### src/rtl/battle_turn_ctrl_pkg.sv
// Shared battle definitions: attack/hit codes, damage constants, FSM states.
// Also imported by the probability machine so both sides agree on encodings.
package battle_turn_ctrl_pkg;

  localparam logic [3:0] ATK_STANDBY = 4'd0;
  localparam logic [3:0] ATK_LIGHT   = 4'd1;
  localparam logic [3:0] ATK_HEAVY   = 4'd2;

  localparam logic [1:0] HIT_NONE   = 2'd0;
  localparam logic [1:0] HIT_CRIT   = 2'd1;
  localparam logic [1:0] HIT_NORMAL = 2'd2;
  localparam logic [1:0] HIT_MISS   = 2'd3;

  localparam logic [7:0] DMG_LIGHT_NORMAL = 8'd10;
  localparam logic [7:0] DMG_LIGHT_CRIT   = 8'd20;
  localparam logic [7:0] DMG_HEAVY_NORMAL = 8'd20;
  localparam logic [7:0] DMG_HEAVY_CRIT   = 8'd40;
  localparam logic [7:0] DMG_CPU_NORMAL   = 8'd15;
  localparam logic [7:0] DMG_CPU_CRIT     = 8'd30;

  // The CPU has a single fixed attack; its type is only informational.
  localparam logic [3:0] CPU_ATK_TYPE = ATK_LIGHT;

  typedef enum logic [2:0] {
    S_IDLE     = 3'd0,
    S_P_WAIT   = 3'd1,
    S_P_SETTLE = 3'd2,
    S_P_APPLY  = 3'd3,
    S_C_WAIT   = 3'd4,
    S_C_SETTLE = 3'd5,
    S_C_APPLY  = 3'd6,
    S_OVER     = 3'd7
  } state_e;

  // 9-bit subtraction so an oversized hit clamps to zero instead of wrapping.
  function automatic logic [7:0] sat_sub(input logic [7:0] hp, input logic [7:0] dmg);
    logic [8:0] diff;
    diff = {1'b0, hp} - {1'b0, dmg};
    return diff[8] ? 8'd0 : diff[7:0];
  endfunction

endpackage

### src/rtl/battle_turn_ctrl_dmg_lut.sv
// Combinational damage lookup for player (type-dependent) and CPU attacks.
module dmg_lut
  import battle_turn_ctrl_pkg::*;
(
  input  logic       is_player,
  input  logic [3:0] atk_type,
  input  logic [1:0] hit_state,
  output logic [7:0] dmg
);

  always_comb begin
    dmg = 8'd0;
    if (is_player) begin
      if (atk_type == ATK_LIGHT) begin
        if (hit_state == HIT_NORMAL)    dmg = DMG_LIGHT_NORMAL;
        else if (hit_state == HIT_CRIT) dmg = DMG_LIGHT_CRIT;
      end else if (atk_type == ATK_HEAVY) begin
        if (hit_state == HIT_NORMAL)    dmg = DMG_HEAVY_NORMAL;
        else if (hit_state == HIT_CRIT) dmg = DMG_HEAVY_CRIT;
      end
    end else begin
      if (hit_state == HIT_NORMAL)    dmg = DMG_CPU_NORMAL;
      else if (hit_state == HIT_CRIT) dmg = DMG_CPU_CRIT;
    end
  end

endmodule

### src/rtl/battle_turn_ctrl.sv
// Turn-based battle controller: alternates player and CPU attacks through an
// external probability machine and tracks both fighters' hit points.
module battle_turn_ctrl
  import battle_turn_ctrl_pkg::*;
#(
  parameter logic [7:0] INIT_HP  = 8'd100,
  parameter int         CPU_WAIT = 8
) (
  input  logic       clk,
  input  logic       reset,
  input  logic       start,
  input  logic       atk_go,
  input  logic [3:0] atk_type,
  input  logic [1:0] hit_state,
  output logic [3:0] pm_type,
  output logic       pm_is_player,
  output logic [7:0] player_hp,
  output logic [7:0] cpu_hp,
  output logic [1:0] last_state,
  output logic [7:0] last_dmg,
  output logic       player_turn,
  output logic       game_over,
  output logic       player_won,
  output state_e     dbg_state_o
);

  localparam logic [7:0] WAIT_LAST = 8'(CPU_WAIT - 1);

  state_e     state_q, state_d;
  logic [7:0] player_hp_q, player_hp_d;
  logic [7:0] cpu_hp_q, cpu_hp_d;
  logic [1:0] last_state_q, last_state_d;
  logic [7:0] last_dmg_q, last_dmg_d;
  logic [3:0] type_q, type_d;
  logic [7:0] cnt_q, cnt_d;
  logic       won_q, won_d;
  logic [7:0] dmg;

  dmg_lut u_dmg_lut (
    .is_player (pm_is_player),
    .atk_type  (pm_type),
    .hit_state (hit_state),
    .dmg       (dmg)
  );

  always_ff @(posedge clk) begin
    if (!reset) begin
      state_q      <= S_IDLE;
      player_hp_q  <= 8'd0;
      cpu_hp_q     <= 8'd0;
      last_state_q <= 2'd0;
      last_dmg_q   <= 8'd0;
      type_q       <= ATK_STANDBY;
      cnt_q        <= 8'd0;
      won_q        <= 1'b0;
    end else begin
      state_q      <= state_d;
      player_hp_q  <= player_hp_d;
      cpu_hp_q     <= cpu_hp_d;
      last_state_q <= last_state_d;
      last_dmg_q   <= last_dmg_d;
      type_q       <= type_d;
      cnt_q        <= cnt_d;
      won_q        <= won_d;
    end
  end

  always_comb begin
    state_d      = state_q;
    player_hp_d  = player_hp_q;
    cpu_hp_d     = cpu_hp_q;
    last_state_d = last_state_q;
    last_dmg_d   = last_dmg_q;
    type_d       = type_q;
    cnt_d        = cnt_q;
    won_d        = won_q;
    pm_type      = ATK_STANDBY;
    pm_is_player = 1'b0;
    case (state_q)
      // start takes priority over atk_go; a simultaneous attack is dropped
      S_IDLE, S_OVER: begin
        if (start) begin
          player_hp_d  = INIT_HP;
          cpu_hp_d     = INIT_HP;
          last_state_d = 2'd0;
          last_dmg_d   = 8'd0;
          won_d        = 1'b0;
          state_d      = S_P_WAIT;
        end
      end
      S_P_WAIT: begin
        if (atk_go && (atk_type == ATK_LIGHT || atk_type == ATK_HEAVY)) begin
          type_d  = atk_type;
          state_d = S_P_SETTLE;
        end
      end
      S_P_SETTLE: begin
        pm_type      = type_q;
        pm_is_player = 1'b1;
        state_d      = S_P_APPLY;
      end
      S_P_APPLY: begin
        pm_type      = type_q;
        pm_is_player = 1'b1;
        cpu_hp_d     = sat_sub(cpu_hp_q, dmg);
        last_state_d = hit_state;
        last_dmg_d   = dmg;
        cnt_d        = 8'd0;
        if (cpu_hp_d == 8'd0) begin
          won_d   = 1'b1;
          state_d = S_OVER;
        end else begin
          state_d = S_C_WAIT;
        end
      end
      S_C_WAIT: begin
        if (cnt_q == WAIT_LAST) state_d = S_C_SETTLE;
        else                    cnt_d = cnt_q + 8'd1;
      end
      S_C_SETTLE: begin
        pm_type = CPU_ATK_TYPE;
        state_d = S_C_APPLY;
      end
      S_C_APPLY: begin
        pm_type      = CPU_ATK_TYPE;
        player_hp_d  = sat_sub(player_hp_q, dmg);
        last_state_d = hit_state;
        last_dmg_d   = dmg;
        if (player_hp_d == 8'd0) begin
          won_d   = 1'b0;
          state_d = S_OVER;
        end else begin
          state_d = S_P_WAIT;
        end
      end
      default: state_d = S_IDLE;
    endcase
  end

  assign player_hp   = player_hp_q;
  assign cpu_hp      = cpu_hp_q;
  assign last_state  = last_state_q;
  assign last_dmg    = last_dmg_q;
  assign player_turn = (state_q == S_P_WAIT);
  assign game_over   = (state_q == S_OVER);
  assign player_won  = won_q;
  assign dbg_state_o = state_q;

endmodule

### config.mk
export PLATFORM = sky130hd
export DESIGN_NAME = battle_turn_ctrl
export DESIGN_NICKNAME = d
export VERILOG_FILES = /design/src/rtl/battle_turn_ctrl_pkg.sv /design/src/rtl/battle_turn_ctrl_dmg_lut.sv /design/src/rtl/battle_turn_ctrl.sv
export SDC_FILE = /design/constraint.sdc
export NUM_CORES = 1
export LEC_CHECK = 0
export CAP_MARGIN = 30
export CORE_ASPECT_RATIO = 1.75
export CORE_MARGIN = 4
export CORE_UTILIZATION = 45
export CTS_BUF_LIST = sky130_fd_sc_hd__clkbuf_8
export CTS_CLUSTER_SIZE = 20
export DETAILED_ROUTE_END_ITERATION = 8
export HOLD_SLACK_MARGIN = 0.05
export PLACE_DENSITY = 0.8
export SLEW_MARGIN = 20
export SYNTH_ARGS = -nofsm -noshare
export SYNTH_HDL_FRONTEND = slang
export SYNTH_HIERARCHICAL = 1
export SYNTH_SLANG_ARGS = --single-unit
### constraint.sdc
create_clock -name clk -period 4.12 [get_ports clk]
set_input_delay 0.824 -clock clk [delete_from_list [all_inputs] [get_ports clk]]
set_output_delay 0.824 -clock clk [all_outputs]
set_load 0.02 [all_outputs]
==> results of run 1 <==
[through the flow]
step,instances,area (um^2),power (mW),hold slack (ps)
after detailed placement,454,3397,1.500,465.1
final,462,3488,1.779,482.3
after global placement,454,3397,1.475,461.2
after global routing,462,3488,1.896,507.9
after CTS,462,3488,1.778,485.4
after floorplan,331,2814,1.180,443.8
[power by group through the flow]
stage | clock network (mW) | logic [mW] | registers [mW]
after CTS | 0.284 | 0.995 | 0.499
after detailed placement | 0 | 0.991 | 0.509
after global placement | 0 | 0.968 | 0.507
final | 0.278 | 1.00 | 0.499
after floorplan | 0 | 0.625 | 0.555
after global routing | 0.302 | 1.09 | 0.506
[critical path, cell delays in order]
cell and delay, ps:
clkdlybuf4s50_1 510, inv_1 60, ha_1 240, a22oi_1 230, o22ai_1 120, inv_1 130, ha_1 310, a21oi_1 190
nor2b_1 80, or4_4 440, a2111oi_4 340, a311oi_1 190, o41ai_2 250, o311a_1 210
[cell type report]
class                           count  area [um^2]  share of cell area
Tap cell                           78        97.59             0.02798
Sequential cell                    42        840.8              0.2410
Clock inverter                      2        8.758            0.002511
Clock buffer                        6        82.58             0.02367
Timing Repair Buffer               56        535.5              0.1535
Inverter                           18        67.56             0.01937
Multi-Input combinational cell    260         1856              0.5319
[kinds of logic (layout without fill, tap and decap cells)]
kind of cell             after synthesis  in the layout
AND/OR/NAND/NOR                      129            129
AO/OA/AOI/OAI                         88             88
flip-flops                            42             42
buffers and inverters                 29             82
adder cells (fa/ha/maj)               23             23
XOR/XNOR                              14             14
multiplexers                           4              4
other                                  1              2
[routing by layer]
layer	wire [um]	GRT usage	vias up
met5	0	0	-
met2	3993	0.3669	68
met3	203	0.03203	26
met1	2823	0.2130	1222
met4	353	0.1314	0
li1	-	-	1295
[Yosys cell counts (4+ instances only)]
master,n
ha_1,21
and3_1,5
clkbuf_1,7
or4_1,5
a21oi_1,15
nor2_1,26
o221a_2,4
dfxtp_1,42
or2_2,4
and2_1,10
nor2b_1,28
xor2_1,11
nor3_1,7
nand2b_1,8
mux2i_1,4
inv_1,18
nand3_1,8
nand2_1,19
o21ai_0,11
a22oi_1,16
[worst paths after layout]
check                                    start    endpoint  cells after the start
worst max-delay path              hit_state[0]  player_won                     14
worst min-delay path                 type_q[2]   type_q[2]                      1
worst max register to register  dbg_state_o[2]  player_won                     15
worst min register to register       type_q[2]   type_q[2]                      1
[registers in the layout (all words and copies together) (netlist names)]
register and cells:
cnt_q 8, cpu_hp 8, dbg_state_o 3, last_dmg 8
last_state 2, player_hp 8, player_won 1, type_q 4
[what timing repair did]
item / in CTS / in global routing
setup buffers: 0 / 0
endpoints found under the setup margin: 0 / 2
resized for setup: 0 / 1
==> results.md, run 1 <==
* Initial antenna violation count at 0
* Final period utilization at 0.9420
* Worst reg-to-reg setup slack at 320 ps
* Peak supply drop at 0.2337 mV
* Drc violations at 0
* Register area share after synthesis at 0.2992
* Drt first-iter violations at 106
* CTS HTree Levels at 2
* Post-Route WL at 7374 um
* Util after Layout at 0.5841
* Seq pwr share at 0.280
* Global-route wire length before repair at 12090 um
* Drt wl/cell at 15.96 um
* Dominant cell type by area after synthesis: dfxtp_1
* Detailed Routing Iterations Pass 1 at 5
* Fin crit period at 3881 ps
* EDFF count, synth at 0
* Leakage at 1.361 nW
* Synth Instances at 330
* Switching Share at 0.4301
* Outcome: finished clean
* CTS tree: done
* Hold bufs inserted after CTS at 0
* Clock skew at 10.22 ps
* Seq cells post-synth at 42
* # setup viols final at 0
* Final-report hold violation count at 0
* FMAX at 257.7 MHz
* Slew Limit Headroom at 0.4313
* Die height at 112.5 um
* DIE AREA at 7623 um^2
* Ys flop type: dfxtp_1
* RSZ-0062 raised after global routing: no
* Vias at 2611
* Vias in the first global route at 2646
* Detailed placement HPWL at 5827 um
* Fillers at 522
* Remaining global-route overflow at 0
* Critical Path RT at 4370 ps
* Layout cells sized above 1 at 0.09635
* CP Capture Type: flop
* Largest net degree at the start of global routing at 25
* Setup TNS at 0 ps
* Max Slew Vio Count at 0
* Top post-synthesis cells by area: dfxtp_1 30%, ha_1 9.3%, nor2b_1 6.2%
* P_int at 1.014 mW
* CTS sink cnt at 42
* Worst min path class: flop to flop
* Core Area at 5972 um^2
* # diodes at 0
* Crit-path max FO at 6
* Worst EP arrival at 4130 ps
* Max clock buf depth at 2
* Post-synthesis compound-gate area fraction at 0.2418
* Slew @ Worst Pin at 850.4 ps
* Most common cell after layout, fill and taps aside: clkdlybuf4s50_1
* Worst setup path class: input pin to flop
* Horiz. Die Dim at 67.74 um
* Worst skew pair latency at 310 ps
* XOR/XNOR Fraction of Synth Area at 0.04363
* Nets at 416
* Largest family of logic cells by synthesized area: simple AND/OR/NAND/NOR gates
* Post-synth top area share at 0.2992
* Combinational power share at 0.563
* Most frequent cells in the layout: 46 x clkdlybuf4s50_1, 42 x dfxtp_1, 28 x nor2b_1, 26 x nor2_1, 21 x ha_1
* Core Rows at 37
* Setup crit start kind: input pin
* # IOs at 47
* Clock root cell: clkbuf_8
* Dpl ws at -71.65 ps
* Syn Std Cell Area at 2810 um^2
* Post-synthesis adder-cell area fraction at 0.1077
* Synthesized area per cell at 8.516 um^2
* Setup ws final at 239.0 ps
* Clock Power Share at 0.156
* IO Port Bufs at 46
* Initial Util at 0.4706
* Total GRT Usage at 0.2064
* Cell variety after synth at 60
* Multiplexer share of the synthesized area at 0.01425
* Cell area power density at 510.1 nW/um^2
* Via density at 5.652
* Placer Congestion at 1.013
* Layout area overhead at 24.13%
* DRT antenna net count at 0
* Synth Area in Simple Gates at 0.2502
* Total CTS buffers at 5
* Yosys warning total at 6
* CTS clk-pin slew, worst paths at 80 ps
* NetSw at 0.7654 mW
* Ys async rst share at 0
* Max_cap viols at 0
Power figures use the tool's default switching activity.
==> run 2: changes to the inputs <==
--- a/config.mk
+++ b/config.mk
@@ -8,12 +8,12 @@
 export CAP_MARGIN = 30
 export CORE_ASPECT_RATIO = 1.75
 export CORE_MARGIN = 4
-export CORE_UTILIZATION = 45
+export CORE_UTILIZATION = 55
 export CTS_BUF_LIST = sky130_fd_sc_hd__clkbuf_8
 export CTS_CLUSTER_SIZE = 20
 export DETAILED_ROUTE_END_ITERATION = 8
 export HOLD_SLACK_MARGIN = 0.05
-export PLACE_DENSITY = 0.8
+export PLACE_DENSITY = 0.93
 export SLEW_MARGIN = 20
 export SYNTH_ARGS = -nofsm -noshare
 export SYNTH_HDL_FRONTEND = slang
==> run 2 against run 1 <==
  * Utilization up 11 points
  * Worst setup slack better by 51 ps
  * Combinational power about the same
  * First-iteration DRC count up 20%
  * Clock power about the same
  * Largest cell class unchanged
==> results.md, run 2 (synthesis gave the netlist of run 1 again) <==
* Max Slew Vio Count at 0 (unchanged)
* CTS clk-pin slew, worst paths at 90 ps (about the same)
* Critical path launch point: hit_state[0]
* Layout cells sized above 1 at 0.1016 (+0.005208)
* Drc violations at 0 (unchanged)
* Cell area power density at 515.2 nW/um^2 (+0.99%)
* Setup ws final at 289.9 ps (+50.86 ps)
* Slew @ Worst Pin at 596.4 ps (-254.0 ps)
* # IOs at 47 (unchanged)
* IO Port Bufs at 46 (unchanged)
* DP Cell Count at 430 (-5.3%)
* Vias at 2688 (+2.9%)
* Drt first-iter violations at 127 (+20%)
* Worst reg-to-reg setup slack at 350 ps (+30 ps)
* Worst min path class: flop to flop
* RSZ-0062 raised after global routing: no
* Final period utilization at 0.9296 (-0.01235)
* Leakage at 1.355 nW (-0.46%)
* Clock root cell: clkbuf_8
* CTS HTree Levels at 2 (unchanged)
* CP max stage delay at 510 ps (about the same)
* Detailed Routing Iterations Pass 1 at 5 (unchanged)
* Initial Util at 0.5646 (+0.09404)
* Slew Limit Headroom at 0.6011 (+0.1698)
* Dpl ws at -17.49 ps (+54.16 ps)
* Setup TNS at 0 ps (unchanged)
* Peak supply drop at 0.4372 mV (+87%)
* Worst setup path class: input pin to flop
* Clock skew at 8.394 ps (-1.827 ps)
* # setup viols final at 0 (unchanged)
* Post-Route WL at 7324 um (-0.68%)
* Total CTS buffers at 5 (unchanged)
* Outcome: finished clean
* Crit-path max FO at 4 (-2)
* Worst skew pair latency at 310 ps (about the same)
* Layout area overhead at 23.38%
* Worst EP arrival at 4060 ps (-70 ps)
* Vias in the first global route at 2719 (+2.8%)
* CP Capture Type: flop
* Worst setup path end: dbg_state_o[0]
* # diodes at 0 (unchanged)
* Most frequent cells in the layout: 46 x clkdlybuf4s50_1, 42 x dfxtp_1, 27 x nor2b_1, 26 x nor2_1, 21 x ha_1
* DRT antenna net count at 0 (unchanged)
* Fillers at 385 (-26%)
* Most common cell after layout, fill and taps aside: clkdlybuf4s50_1
* Max_cap viols at 0 (unchanged)
* Global-route wire length before repair at 12120 um (+0.23%)
* Detailed placement HPWL at 5796 um (-0.54%)
* Gates resized, CTS repair at 0 (unchanged)
* Reg2reg start: dbg_state_o[2]
* CTS sink cnt at 42 (unchanged)
* Max clock buf depth at 2 (unchanged)
* DIE AREA at 6362 um^2 (-17%)
* FMAX at 261.1 MHz (+1.3%)
* Die height at 102.6 um (-8.9%)
* Initial antenna violation count at 0 (unchanged)
* Horiz. Die Dim at 62.04 um (-8.4%)
* Post-CTS Setup Repair Bufs at 0 (unchanged)
* Nets at 416 (unchanged)
* Final Power at 1.786 mW (+0.38%)
* Largest net degree at the start of global routing at 24 (-4.0%)
* Drt wl/cell at 16.72 um (+4.8%)
* Worst path bufs/invs at 3 (unchanged)
* Fin crit period at 3830 ps (-50.86 ps)
* Top delay family on crit path: compound AO/OA/AOI/OAI gates
* Worst reg2reg endpoint: dbg_state_o[0]
* Via density at 6.137 (+8.6%)
* Critical Path RT at 4350 ps (-20 ps)
* Core Rows at 34 (-8.1%)
* Core Area at 4977 um^2 (-17%)
* Final cell count without fillers at 438 (-5.2%)
* Slowest CP cell: clkdlybuf4s50_1
* Remaining global-route overflow at 0 (unchanged)
* Crit-path cells: clkdlybuf4s50_1, inv_1, ha_1, o22ai_1, inv_1, ha_1, o21ai_0, a21oi_1, o311ai_0, a21bo_2, a32oi_1, or2_2, a211oi_1
* Placer Congestion at 0.9967 (-1.6%)
* Total GRT Usage at 0.2501 (+0.04370)
* Cell count of the worst reg-to-reg path at 15 (unchanged)
* WP depth at 13 (-1)
* Hold bufs inserted after CTS at 0 (unchanged)
* CTS tree: done
* Setup crit start kind: input pin
* Final-report hold violation count at 0 (unchanged)
run 2: worst min-delay path by stage:
stage          depth (start not counted)         to  slack [ps]       from
3_5_place_dp                           1  type_q[3]         460  type_q[3]
4_1_cts                                1  type_q[3]         490  type_q[3]
5_1_grt                                1  type_q[3]         500  type_q[3]
3_3_place_gp                           1  type_q[3]         460  type_q[3]
2_1_floorplan                          1  type_q[2]         440  type_q[2]
6_report                               1  type_q[3]         490  type_q[3]
run 2: report_power, final:
group          switching (mW)  internal, mW
Combinational           0.583         0.430
Sequential             0.0405         0.454
Clock                   0.159         0.119
Total                   0.782          1.00
run 2: layout make-up:
cell class              count  area [um^2]  area share
well taps                  54        67.56     0.01949
repair buffers             56        543.0      0.1566
clock buffers               5        68.82     0.01985
inverters                  18        67.56     0.01949
clock inverters             3        21.27    0.006135
multi-input cells         260         1858      0.5359
flip-flops and latches     42        840.8      0.2425
run 2: metal layers:
metal | global-route usage | vias to the layer above | wire, um
li1 | - | 1299 | -
met2 | 0.4185 | 87 | 3962
met5 | 0 | - | 0
met1 | 0.2778 | 1267 | 2698
met3 | 0.04637 | 35 | 287
met4 | 0.1585 | 0 | 374
run 2: through the flow:
stage / cell area (um^2) / util / hold WS, ps
after floorplan: 2814 / - / 443.8
after CTS: 3465 / 0.6961 / 490.1
after global placement: 3359 / 0.6750 / 460.0
final: 3467 / 0.6966 / 488.3
after global routing: 3467 / 0.6966 / 496.4
after detailed placement: 3374 / 0.6780 / 461.0
==> run 3: changes to the inputs <==
--- a/config.mk
+++ b/config.mk
@@ -8,12 +8,12 @@
 export CAP_MARGIN = 30
 export CORE_ASPECT_RATIO = 1.75
 export CORE_MARGIN = 4
-export CORE_UTILIZATION = 55
+export CORE_UTILIZATION = 50
 export CTS_BUF_LIST = sky130_fd_sc_hd__clkbuf_8
 export CTS_CLUSTER_SIZE = 20
 export DETAILED_ROUTE_END_ITERATION = 8
 export HOLD_SLACK_MARGIN = 0.05
-export PLACE_DENSITY = 0.93
+export PLACE_DENSITY = 0.9
 export SLEW_MARGIN = 20
 export SYNTH_ARGS = -nofsm -noshare
 export SYNTH_HDL_FRONTEND = slang
==> constraint.sdc (replaced) <==
create_clock -name clk -period 3.3 [get_ports clk]
set_input_delay 0.66 -clock clk [delete_from_list [all_inputs] [get_ports clk]]
set_output_delay 0.66 -clock clk [all_outputs]
set_load 0.02 [all_outputs]
==> run 3 against run 2 <==
  * The run now ends with negative setup slack left
  * Register-to-register slack got worse by 530 ps
  * Clock skew shrank 2.0 ps
  * Hold slack better by 13 ps
  * Critical path depth up 1
  * Power up 68%
==> results.md, run 3 (synthesis gave the netlist of run 1 again) <==
* Worst min path class: flop to flop
* Global-route wire length before repair at 16050 um (+32%)
* Worst skew pair latency at 310 ps (about the same)
* CTS tree: done
* # IOs at 47 (unchanged)
* Setup crit start kind: flop
* Worst setup path class: flop to flop
* Via density at 6.300 (+2.6%)
* Worst EP arrival at 3700 ps (-360 ps)
* # setup viols final at 4 (+4)
* Hold depth at 1 (unchanged)
* Cell count of the worst reg-to-reg path at 14 (-1)
* Layout area overhead at 55.12%
* RSZ-0062 raised after global routing: yes
* Worst setup path end: dbg_state_o[1]
* Hold bufs inserted after CTS at 0 (unchanged)
* Outcome: finished, violations left
* Slowest CP cell: or4_4
* Critical path launch point: dbg_state_o[1]
* Setup ws final at -175.4 ps (-465.3 ps)
* Peak supply drop at 0.4732 mV (+8.2%)
* Slew Limit Headroom at 0.5955 (-0.005616)
* Max clock buf depth at 2 (unchanged)
* Most common cell after layout, fill and taps aside: buf_4
* Remaining global-route overflow at 0 (unchanged)
* Reg2reg start: dbg_state_o[1]
* # diodes at 0 (unchanged)
* CP max stage delay at 440 ps (-70 ps)
* Vias in the first global route at 3264 (+20%)
* Detailed placement HPWL at 6456 um (+11%)
* DRT antenna net count at 0 (unchanged)
* CP Capture Type: flop
* Core Area at 5343 um^2 (+7.3%)
* Initial antenna violation count at 0 (unchanged)
* Horiz. Die Dim at 64.67 um (+4.2%)
* Max_cap viols at 0 (unchanged)
* Cell area power density at 688.9 nW/um^2 (+34%)
* Final period utilization at 1.053
* Leakage at 1.690 nW (+25%)
* Drc violations at 0 (unchanged)
* Placer Congestion at 0.9698 (-2.7%)
* Fin crit period at 3475 ps
* Crit-path cells: buf_4, o21ai_4, nand2b_1, o31ai_1, a32o_2, inv_2, ha_4, nor2b_2, or4_4, a2111oi_4, buf_4, a31oi_2, o21ba_2, a211oi_2
* Drt wl/cell at 21.69 um (+30%)
* Slew @ Worst Pin at 604.8 ps (+8.399 ps)
* Crit-path max FO at 5 (+1)
* Detailed Routing Iterations Pass 1 at 5 (unchanged)
* Vias at 3238 (+20%)
* Final Power at 3.003 mW (+68%)
* Total GRT Usage at 0.3011 (+0.05102)
* CP most frequent cell: buf_4
* Setup TNS at -497.7 ps (-497.7 ps)
* CTS clk-pin slew, worst paths at 80 ps (about the same)
* Most frequent cells in the layout: 60 x buf_4, 44 x clkdlybuf4s50_1, 39 x dfxtp_1, 23 x nor2b_1, 23 x nor2_1
* IO Port Bufs at 46 (unchanged)
* Critical Path RT at 3520 ps (-830 ps)
* Total CTS buffers at 5 (unchanged)
* Final-report hold violation count at 0 (unchanged)
* FMAX at 287.7 MHz
* Die height at 107.2 um (+4.5%)
* DIE AREA at 6931 um^2 (+8.9%)
* Core Rows at 35 (+2.9%)
* Violated checks: negative setup slack
* Nets at 472 (+13%)
* Largest net degree at the start of global routing at 19 (-21%)
* Max Slew Vio Count at 0 (unchanged)
* Post-Route WL at 11150 um (+52%)
* Worst reg-to-reg setup slack at -180 ps (-530 ps)
* CTS sink cnt at 42 (unchanged)
* Clock root cell: clkbuf_8
* Initial Util at 0.5260 (-0.03861)
* Clock skew at 6.367 ps (-2.027 ps)
* Drt first-iter violations at 282 (+120%)
* Worst reg2reg endpoint: dbg_state_o[1]
* CTS HTree Levels at 2 (unchanged)
* Layout cells sized above 1 at 0.3591 (+0.2575)
==> run 3: layer usage <==
metal	GRT usage	routed length [um]	vias up
met2	0.5540	5923	211
met5	0	0	-
met3	0.04927	678	79
met1	0.3066	3776	1531
met4	0.1891	768	0
li1	-	-	1417
==> run 3: layout make-up <==
| type | count | area (um^2) |
|---|---|---|
| timing repair buffer | 112 | 977.2 |
| multi-input combinational | 260 | 2272 |
| fill | 300 | 983.4 |
| inverter | 18 | 70.07 |
| tap | 74 | 92.59 |
| clock buffer | 6 | 82.58 |
| sequential | 42 | 852.1 |
| clock inverter | 2 | 12.51 |
==> run 3: critical path, delay by kind of cell (launching register included) <==
kind,cells,cell delay [ps]
compound gates,7,1660
flops,1,350
simple gates,3,740
fa+ha+maj,1,240
buf+inv,3,400
==> run 3: worst min path at each step <==
stage,to,from
4_1_cts,type_q[2],type_q[2]
5_1_grt,type_q[2],type_q[2]
3_3_place_gp,type_q[2],type_q[2]
3_5_place_dp,type_q[3],type_q[3]
6_report,type_q[2],type_q[2]
2_1_floorplan,type_q[3],type_q[3]
==> run 3: what timing repair did <==
action | 4_1_cts | 5_1_grt
resized for setup | 37 | 39
buffers inserted | 10 | 13
pin swaps | 14 | 28
endpoints found under the setup margin | 19 | 17
==> run 3: metrics by stage <==
stage               area, um^2  hold slack (ps)  worst slack [ps]  std cells  utilization
finish                    4359            500.9            -175.4        514       0.8159
global route              4359            518.2            -263.8        514       0.8159
CTS                       4039            498.2             11.28        501       0.7560
detailed placement        3724            470.3            -637.5        483       0.6970
global placement          3724            459.4            -514.9        483       0.6970
floorplan                 2905            443.7            -1.104        331            -
==> run 3: power breakdown <==
part	internal (mW)	switching (mW)
clock	0.168	0.193
sequential	0.576	0.0778
combinational	0.945	1.04
